$ cat src/rtl/mult_seq_pkg.sv
// Shared definitions for the sequential shift-and-add multiplier arbiter.
// Holds the FSM state encoding and the default operand width.
package mult_seq_pkg;

  localparam int unsigned MULT_SEQ_WIDTH = 4;

  typedef enum logic [1:0] {
    ST_IDLE = 2'd0,
    ST_RUN  = 2'd1,
    ST_DONE = 2'd2
  } state_e;

endpackage

$ cat src/rtl/mult_seq_step.sv
// Single shared WIDTH-bit adder with carry-out used by each multiply step.
// Ports:
//   a_i, b_i  - addends
//   sum_o     - WIDTH-bit sum
//   carry_o   - carry out of the top bit
module mult_seq_step
  import mult_seq_pkg::*;
#(
  parameter int unsigned WIDTH = MULT_SEQ_WIDTH
) (
  input  logic [WIDTH-1:0] a_i,
  input  logic [WIDTH-1:0] b_i,
  output logic [WIDTH-1:0] sum_o,
  output logic             carry_o
);

  assign {carry_o, sum_o} = (WIDTH+1)'(a_i) + (WIDTH+1)'(b_i);

endmodule

$ cat src/rtl/mult_seq_arb.sv
// Two-requester round-robin front end to one iterative shift-and-add
// multiplier. A granted request is latched, multiplied over WIDTH RUN
// cycles, then presented in DONE until the consumer takes it.
// Optional feature: define MULT_SEQ_EARLY_EN to skip RUN when either
// operand is zero (result 0, presented one cycle after transfer).
// Ports:
//   clk, rst_n            - clock, synchronous active-low reset
//   req_valid/req_ready   - per-requester handshake (bit i = requester i)
//   req_a0/b0, req_a1/b1  - operands of requester 0 and 1
//   rsp_valid/rsp_ready   - product handshake
//   rsp_id, rsp_p         - owner and value of the product
//   busy                  - FSM not in IDLE
module mult_seq_arb
  import mult_seq_pkg::*;
#(
  parameter int unsigned WIDTH = MULT_SEQ_WIDTH
) (
  input  logic               clk,
  input  logic               rst_n,
  input  logic [1:0]         req_valid,
  output logic [1:0]         req_ready,
  input  logic [WIDTH-1:0]   req_a0,
  input  logic [WIDTH-1:0]   req_b0,
  input  logic [WIDTH-1:0]   req_a1,
  input  logic [WIDTH-1:0]   req_b1,
  output logic               rsp_valid,
  input  logic               rsp_ready,
  output logic               rsp_id,
  output logic [2*WIDTH-1:0] rsp_p,
  output logic               busy
);

  localparam int unsigned PW    = 2 * WIDTH;
  localparam int unsigned CNT_W = (WIDTH > 1) ? $clog2(WIDTH) : 1;

  state_e             state_q, state_d;
  logic               prio_q, prio_d;
  logic [WIDTH-1:0]   a_q, a_d;
  logic [PW-1:0]      prod_q, prod_d;
  logic [CNT_W-1:0]   cnt_q, cnt_d;
  logic               id_q, id_d;
  logic [PW-1:0]      rsp_p_q, rsp_p_d;
  logic               rsp_valid_q, rsp_valid_d;
  logic               busy_q, busy_d;

  logic               gnt;
  logic               xfer;
  logic [WIDTH-1:0]   op_a, op_b;
  logic [WIDTH-1:0]   step_addend, step_sum;
  logic               step_carry;
  logic [PW-1:0]      prod_shift;

  // Arbitration: favoured requester wins a tie, a lone requester always wins.
  // Ready is only offered in IDLE and never while reset is asserted.
  always_comb begin
    gnt       = (req_valid == 2'b11) ? prio_q : req_valid[1];
    req_ready = 2'b00;
    if (rst_n && (state_q == ST_IDLE) && (req_valid != 2'b00)) begin
      req_ready = gnt ? 2'b10 : 2'b01;
    end
    xfer = |(req_valid & req_ready);
    op_a = gnt ? req_a1 : req_a0;
    op_b = gnt ? req_b1 : req_b0;
  end

  // Multiplier lives in the low half of prod_q; its LSB gates the add.
  assign step_addend = prod_q[0] ? a_q : '0;

  mult_seq_step #(.WIDTH(WIDTH)) u_step (
    .a_i     (prod_q[PW-1:WIDTH]),
    .b_i     (step_addend),
    .sum_o   (step_sum),
    .carry_o (step_carry)
  );

  assign prod_shift = {step_carry, step_sum, prod_q[WIDTH-1:1]};

  // Next-state and datapath update.
  always_comb begin
    state_d = state_q;
    prio_d  = prio_q;
    a_d     = a_q;
    prod_d  = prod_q;
    cnt_d   = cnt_q;
    id_d    = id_q;
    rsp_p_d = rsp_p_q;

    case (state_q)
      ST_IDLE: begin
        if (xfer) begin
          a_d     = op_a;
          prod_d  = {WIDTH'(0), op_b};
          cnt_d   = '0;
          id_d    = gnt;
          prio_d  = ~gnt;
          state_d = ST_RUN;
`ifdef MULT_SEQ_EARLY_EN
          if ((op_a == '0) || (op_b == '0)) begin
            rsp_p_d = '0;
            state_d = ST_DONE;
          end
`endif
        end
      end
      ST_RUN: begin
        prod_d = prod_shift;
        cnt_d  = cnt_q + CNT_W'(1);
        if (cnt_q == CNT_W'(WIDTH - 1)) begin
          rsp_p_d = prod_shift;
          state_d = ST_DONE;
        end
      end
      ST_DONE: begin
        if (rsp_ready) begin
          state_d = ST_IDLE;
        end
      end
      default: state_d = ST_IDLE;
    endcase

    rsp_valid_d = (state_d == ST_DONE);
    busy_d      = (state_d != ST_IDLE);
  end

  // State and registered outputs; reset aborts any operation in flight.
  always_ff @(posedge clk) begin
    if (!rst_n) begin
      state_q     <= ST_IDLE;
      prio_q      <= 1'b0;
      a_q         <= '0;
      prod_q      <= '0;
      cnt_q       <= '0;
      id_q        <= 1'b0;
      rsp_p_q     <= '0;
      rsp_valid_q <= 1'b0;
      busy_q      <= 1'b0;
    end else begin
      state_q     <= state_d;
      prio_q      <= prio_d;
      a_q         <= a_d;
      prod_q      <= prod_d;
      cnt_q       <= cnt_d;
      id_q        <= id_d;
      rsp_p_q     <= rsp_p_d;
      rsp_valid_q <= rsp_valid_d;
      busy_q      <= busy_d;
    end
  end

  assign rsp_valid = rsp_valid_q;
  assign rsp_id    = id_q;
  assign rsp_p     = rsp_p_q;
  assign busy      = busy_q;

endmodule

$ cat config.mk
export PLATFORM = sky130hd
export DESIGN_NAME = mult_seq_arb
export DESIGN_NICKNAME = d
export VERILOG_FILES = /design/src/rtl/mult_seq_pkg.sv /design/src/rtl/mult_seq_step.sv /design/src/rtl/mult_seq_arb.sv
export SDC_FILE = /design/constraint.sdc
export NUM_CORES = 1
export LEC_CHECK = 0
export ABC_AREA = 1
export CORE_MARGIN = 3
export CORE_UTILIZATION = 45
export CTS_CLUSTER_SIZE = 28
export DETAILED_ROUTE_END_ITERATION = 10
export MAX_ROUTING_LAYER = met4
export PLACE_DENSITY = 0.74
export SLEW_MARGIN = 10
export SYNTH_ARGS = -nofsm -noshare
export SYNTH_HDL_FRONTEND = slang
export SYNTH_SLANG_ARGS = --single-unit
$ cat constraint.sdc
create_clock -name clk -period 1.61 [get_ports clk]
set_input_delay 0.483 -clock clk [delete_from_list [all_inputs] [get_ports clk]]
set_output_delay 0.483 -clock clk [all_outputs]
set_load 0.02 [all_outputs]
==> results.yml, run 1 <==
outcome:
  outcome: "complete, but fails checks"
  violated_checks: "setup timing"
sta:
  max_slew.worst_pin.slew_ps: 247.5
  final_min_period_over_clock_period_pct: 105.7
  grt_setup_unrepaired: "true"
  final_report_setup_violation_count: 2
  timing.final.ws_setup_ps: -92.17
  fmax_mhz: 587.5
  post_layout_min_period_ps: 1702
  clock_skew_ps: 13.46
  slew_violations: 0
  slew_headroom_pct: 83.40
  timing_hold_violations_final: 0
die:
  die_area_mm2: 0.003761
  floorplan.die.width_um: 61.33
  std_cell_rows: 19
  core_area_mm2: 0.002829
  die_h_um: 61.33
  num_io_pins: 34
  initial_core_util_pct: 48.70
setup_path:
  cp_top_family: "buffers and inverters"
  worstPathMaxFanout: 3
  worst_r2r_path_depth: 8
  maximum_single_stage_delay_on_the_critical_path_ps: 210
  worstPathCellList: "clkdlybuf4s15_2 > inv_1 > nand2_2 > nand3_4 > a21oi_2 > buf_4"
  cp-start-kind: "input pin"
  crit_path_capture_type: "primary output"
  crit_type: "in -> out"
  r2r-start: "a_q[0]"
  setup.worst_path.start: "req_valid[1]"
  critPathBufInv: 3
  critical_path_required_ps: 1130
  worstPathArrival_ps: 1220
  critical-path-slowest-cell: "sky130_fd_sc_hd__clkdlybuf4s15_2"
  cp.depth: 6
synth:
  post_synth_inst_count: 199
  syn-cell-area_mm2: 0.001378
  syn_avg_cell_area_um2: 6.922
  synth_warnings: 0
  yosys_register_bits: 28
  yosysUniqueCellTypes: 22
  synth_seq_area_share_pct: 40.69
  synthesis.nets: 226
power:
  leakage_uw: 0.0009883
  power_per_cell_area_mw_per_mm2: 671.0
  max-vdd-ir-drop_mv: 0.6451
global_route:
  grt_remaining_overflow: 0
  pin_count_of_the_biggest_net_entering_global_routing: 18
  first_global_vias: 1393
  track_usage_pct: 21.29
  antenna_violations_before_repair: 0
  grt_pass1_wl_um: 5802
layout:
  area_growth_syn_to_layout_pct: 43.51
  antenna-diode-count: 0
  fillerInstances: 247
  final_layout_size_suffix_gt1_share_pct: 20.95
  postLayoutCellArea_mm2: 0.001977
  final_util_pct: 69.88
  layout.nets: 282
clock_network:
  cts-root-buf: "sky130_fd_sc_hd__clkbuf_4"
  tritoncts: "done"
  tritoncts_num_sinks: 28
  path_clk_slew_ps: 130
  h-tree-depth: 1
  cts-buffers-inserted: 3
  clockBufferDepth: 2
  clk-insertion-delay-late_ps: 330
worst_hold_path:
  hold_path_startpoint: "rsp_p[3]"
  timing.hold.worst_path_depth: 2
  min_path_type: "reg -> reg"
drt:
  routed_via_density: 5.123
  detail_route.drc_violations: 0
  finalWirelength_um: 3686
  antenna_violating_nets_post_route: 0
  total_number_of_vias: 1455
  detailedRoute.firstPassIterationCount: 4
  drt_first_iter_violations: 52
  routed_length_per_placed_instance_um: 12.98
placed_design:
  place.port_buffers: 33
  placed_area_mm2: 0.001842
  gp_congestion: 0.8984
  detailedPlacementHpwl_um: 2639
flow_run:
  cap_violations: 0
[cell type report]
type                       count  area (um2)  share of cell area, %
multi-input combinational    141       757.0                  38.29
inverter                      25       93.84                  4.747
clock buffer                   3       22.52                  1.139
tap                           31       38.79                  1.962
sequential                    28       565.5                  28.61
timing repair buffer          56       499.2                  25.25
[report_power, final]
part / switching [uW] / total (uW) / leakage, uW / internal, uW
combinational: 153 / 303 / 0.000745 / 150
clock: 197 / 285 / 0.0000138 / 88.0
sequential: 17.3 / 739 / 0.000229 / 722
total: 367 / 1330 / 0.000988 / 960
[layout by cell type, fill, tap and decap left out]
cell type	Yosys	routed
sky130_fd_sc_hd__nand2_1	66	64
sky130_fd_sc_hd__dfxtp_1	28	24
sky130_fd_sc_hd__inv_1	23	22
sky130_fd_sc_hd__buf_4	0	22
sky130_fd_sc_hd__a21oi_1	20	19
sky130_fd_sc_hd__nor2_1	18	17
sky130_fd_sc_hd__clkdlybuf4s50_1	0	17
sky130_fd_sc_hd__dlygate4sd2_1	0	12
sky130_fd_sc_hd__nand3_1	12	11
sky130_fd_sc_hd__nand3b_1	4	4
sky130_fd_sc_hd__o21ai_0	5	4
sky130_fd_sc_hd__ha_1	5	4
sky130_fd_sc_hd__dfxtp_2	0	4
sky130_fd_sc_hd__nand2_2	3	3
sky130_fd_sc_hd__inv_2	2	3
sky130_fd_sc_hd__clkbuf_4	0	3
sky130_fd_sc_hd__nand2_4	0	2
sky130_fd_sc_hd__nor2_4	0	2
sky130_fd_sc_hd__buf_6	1	2
sky130_fd_sc_hd__nand3_4	1	1
sky130_fd_sc_hd__a21oi_2	0	1
sky130_fd_sc_hd__nor2_2	2	1
sky130_fd_sc_hd__a211oi_1	1	1
sky130_fd_sc_hd__o21ai_2	0	1
sky130_fd_sc_hd__a31o_2	1	1
sky130_fd_sc_hd__nand3_2	0	1
sky130_fd_sc_hd__o21a_1	1	1
sky130_fd_sc_hd__xnor2_2	0	1
sky130_fd_sc_hd__fa_2	0	1
sky130_fd_sc_hd__ha_4	0	1
sky130_fd_sc_hd__buf_2	2	1
sky130_fd_sc_hd__clkdlybuf4s15_2	0	1
sky130_fd_sc_hd__buf_12	0	1
[registers in the layout, indices dropped and copies added (netlist names)]
| name | flops |
|---|---|
| prod_q | 8 |
| rsp_p | 8 |
| a_q | 4 |
| cnt_q | 2 |
| state_q | 2 |
| busy | 1 |
| prio_q | 1 |
| rsp_id | 1 |
| rsp_valid | 1 |
[synth_stat cells]
cell type | n | area share (%)
sky130_fd_sc_hd__nand3_1 | 12 | 4.4
sky130_fd_sc_hd__a21oi_1 | 20 | 7.3
sky130_fd_sc_hd__nand3b_1 | 4 | 2.2
sky130_fd_sc_hd__buf_1 | 1 | 0.27
sky130_fd_sc_hd__inv_1 | 23 | 6.3
sky130_fd_sc_hd__ha_1 | 5 | 4.5
sky130_fd_sc_hd__nand2_1 | 66 | 18
sky130_fd_sc_hd__o21ai_0 | 5 | 1.8
sky130_fd_sc_hd__buf_6 | 1 | 0.82
sky130_fd_sc_hd__o21a_1 | 1 | 0.55
sky130_fd_sc_hd__nand3_4 | 1 | 1.3
sky130_fd_sc_hd__dfxtp_1 | 28 | 41
sky130_fd_sc_hd__buf_2 | 2 | 0.73
sky130_fd_sc_hd__nor2_1 | 18 | 4.9
sky130_fd_sc_hd__nor2_2 | 2 | 0.91
sky130_fd_sc_hd__inv_2 | 2 | 0.55
sky130_fd_sc_hd__a31o_2 | 1 | 0.64
sky130_fd_sc_hd__a211oi_1 | 1 | 0.55
sky130_fd_sc_hd__nand2_2 | 3 | 1.4
sky130_fd_sc_hd__fa_1 | 1 | 1.5
sky130_fd_sc_hd__xnor2_1 | 1 | 0.64
sky130_fd_sc_hd__clkbuf_1 | 1 | 0.27
[final timing paths]
path	to	slack, ps
setup reg to reg	prod_q[7]	80
setup / recovery	req_ready[0]	-90
hold / removal	rsp_p[3]	470
hold reg to reg	rsp_p[3]	470
[cells by family (layout without fill, tap and decap cells)]
kind of cell | after synthesis | after routing | synth area share, %
simple gates | 106 | 106 | 32.97
buf+inv | 30 | 84 | 8.900
flops | 28 | 28 | 40.69
fa+ha+maj | 6 | 6 | 5.995
compound gates | 28 | 28 | 10.81
xor+xnor | 1 | 1 | 0.6359
[through the flow]
| step | worst slack [ps] | hold WS [ps] | instances | power [uW] | setup TNS [ps] |
|---|---|---|---|---|---|
| detailed placement | -822.2 | 451.2 | 272 | 1016 | -5542 |
| floorplan | 43.98 | 432.1 | 199 | 887.6 | 0 |
| CTS | -50.49 | 468.0 | 279 | 1302 | -77.64 |
| global route | -136.1 | 494.0 | 284 | 1385 | -249.2 |
| finish | -92.17 | 469.2 | 284 | 1327 | -144.5 |
| global placement | -791.2 | 444.0 | 272 | 1005 | -4425 |
[metal layers]
layer / up-vias / part of all wire, % / track usage, %
met3: 6 / 3.6 / 3.774
met2: 34 / 54 / 38.52
met5: - / 0 / -
met1: 681 / 41 / 23.58
met4: 0 / 1.2 / 6.667
li1: 734 / - / -
[worst reg2reg max path: cells and delay by family (launching register included)]
kind / cells / cell delay, ps
compound gates: 2 / 330
flops: 1 / 360
simple gates: 2 / 130
fa+ha+maj: 2 / 530
buf+inv: 2 / 110
[timing repair]
item | CTS | global route
buffers inserted | 4 | 5
pin swaps | 5 | 5
hold buffers | 0 | 0
endpoints found under the setup margin | 14 | 6
resized for setup | 36 | 13
No activity file was read; power rests on OpenSTA's default activity.
==> run 2, diff against run 1 <==
Settings changed: SKIP_LAST_GASP set to 1.
==> results of run 2 <==
The final DEF is identical to that of run 1; final timing and power are the same.
==> run 3, diff against run 2 <==
Settings changed: CELL_PAD_IN_SITES_DETAIL_PLACEMENT set to 2, CELL_PAD_IN_SITES_GLOBAL_PLACEMENT set to 2, CORE_UTILIZATION 45 to 26, PLACE_DENSITY 0.74 to unset, PLACE_DENSITY_LB_ADDON set to 0.1, REMOVE_ABC_BUFFERS set to 1.
==> results.yml, run 3 (same netlist as run 1, synthesis figures left out) <==
power:
  leakage_uw: 0.0009886
  finalPower_uw: 1415
  max-vdd-ir-drop_mv: 0.3110
  power_per_cell_area_mw_per_mm2: 694.1
drt:
  detailedRoute.firstPassIterationCount: 4
  routed_length_per_placed_instance_um: 13.74
  finalWirelength_um: 4412
  routed_via_density: 4.514
  detail_route.drc_violations: 0
  antenna_violating_nets_post_route: 0
  drt_first_iter_violations: 30
  total_number_of_vias: 1449
layout:
  finish.cell_count_without_fillers: 321
  area.sequential_um2: 565.5
  mostFrequentLayoutCell: "sky130_fd_sc_hd__nand2_1"
  layout.nets: 283
  final_layout_size_suffix_gt1_share_pct: 21.65
  postLayoutCellArea_mm2: 0.002038
  fillerInstances: 601
  multi_input_area_um2: 747.0
  mostFrequentLayoutCells: "65 x sky130_fd_sc_hd__nand2_1, 24 x sky130_fd_sc_hd__dfxtp_1, 22 x sky130_fd_sc_hd__buf_4"
  antenna-diode-count: 0
  area_growth_syn_to_layout_pct: 47.96
setup_path:
  cp_top_family: "flip-flops"
  critical-path-slowest-cell: "sky130_fd_sc_hd__dfxtp_2"
  critPathBufInv: 1
  worstPathArrival_ps: 1120
  crit_path_capture_type: "primary output"
  maximum_single_stage_delay_on_the_critical_path_ps: 350
  critical_path_required_ps: 1130
  crit_type: "reg -> out"
  worstPathCellList: "nor2_4 > nand3_4 > a21oi_2 > buf_6"
  worstPathMaxFanout: 3
  worst_r2r_path_depth: 10
  cp-start-kind: "register"
  cp.depth: 4
die:
  std_cell_rows: 25
  floorplan.die.width_um: 78.79
  num_io_pins: 34
  die_area_mm2: 0.006208
  core_area_mm2: 0.004911
  initial_core_util_pct: 28.05
  die_h_um: 78.79
sta:
  slew_headroom_pct: 84.85
  timing_hold_violations_final: 0
  post_layout_min_period_ps: 1599
  max_slew.worst_pin.slew_ps: 228.2
  final_min_period_over_clock_period_pct: 99.30
  final_report_setup_violation_count: 0
  fmax_mhz: 625.5
  slew_violations: 0
  grt_setup_unrepaired: "true"
  clock_skew_ps: 5.081
clock_network:
  clk-insertion-delay-late_ps: 270
  tritoncts: "done"
  tritoncts_num_sinks: 28
  h-tree-depth: 1
  clockBufferDepth: 2
  cts-buffers-inserted: 3
  cts-root-buf: "sky130_fd_sc_hd__clkbuf_8"
  path_clk_slew_ps: 90
  hold_buffers: 0
outcome:
  outcome: "finished clean"
worst_hold_path:
  min_path_type: "reg -> reg"
  timing.hold.worst_path_depth: 2
placed_design:
  dp_cells: 311
  place.port_buffers: 33
  gp_congestion: 0.7440
  placed_area_mm2: 0.001903
  detailedPlacementHpwl_um: 3530
global_route:
  grt_remaining_overflow: 0
  first_global_vias: 1611
  track_usage_pct: 15.70
  antenna_violations_before_repair: 0
  grt_pass1_wl_um: 7638
  pin_count_of_the_biggest_net_entering_global_routing: 16
flow_run:
  cap_violations: 0
run 3: cell count changes in the layout (fill, tap and decap cells not counted), sizes merged:
cell / previous run / this run
buf: 26 / 28
dlygate4sd2: 12 / 11
run 3: path summary, 6_finish.rpt:
path                    from            to  slack, ps
setup reg to reg  state_q[0]     prod_q[2]         40
hold / removal      rsp_p[2]      rsp_p[2]        470
setup / recovery  state_q[0]  req_ready[0]         10
hold reg to reg     rsp_p[2]      rsp_p[2]        470
run 3: metrics by stage:
step                      hold WS [ps]  TNS (ps)  worst slack (ps)  util, %
after floorplan                  432.1    -11.26            -6.055        -
after global placement           442.6     -4577            -860.9    38.75
after detailed placement         461.5     -5936            -883.3    38.75
after CTS                        473.2         0             1.264    40.43
after global routing             493.7    -263.4            -67.88    41.50
final                            468.4         0             11.24    41.50
run 3: area by class of cell:
cell class | count | share of cell area (%)
multi-input cells | 141 | 36.65
clock buffers | 3 | 2.026
inverters | 25 | 4.604
flip-flops and latches | 28 | 27.75
well taps | 67 | 4.113
repair buffers | 57 | 24.86
run 3: tightest hold or removal path, stage by stage (launching register included):
cell                      delay [ps]
sky130_fd_sc_hd__dfxtp_1         320
sky130_fd_sc_hd__nand2_1          60
sky130_fd_sc_hd__a21oi_1          60
run 3: timing repair:
| item | in CTS | in global routing |
|---|---|---|
| endpoints found under the setup margin | 17 | 6 |
| buffers inserted | 4 | 3 |
| gates resized for setup | 45 | 9 |
| pin swaps | 6 | 6 |
| endpoints found under the hold margin | 0 | 0 |
run 3: power by group:
group / internal, uW / switching (uW) / total, uW
registers: 721 / 17.4 / 738
clock network: 168 / 209 / 376
logic: 146 / 154 / 300
run 3: layer usage:
| metal | share of wire [%] | vias to the layer above | wire [um] | GRT usage, % |
|---|---|---|---|---|
| met5 | 0 | - | 0 | - |
| met3 | 2.3 | 2 | 102 | 2.041 |
| li1 | - | 733 | - | - |
| met2 | 54 | 27 | 2365 | 29.37 |
| met4 | 0.50 | 0 | 22 | 2.098 |
| met1 | 44 | 687 | 1922 | 18.30 |
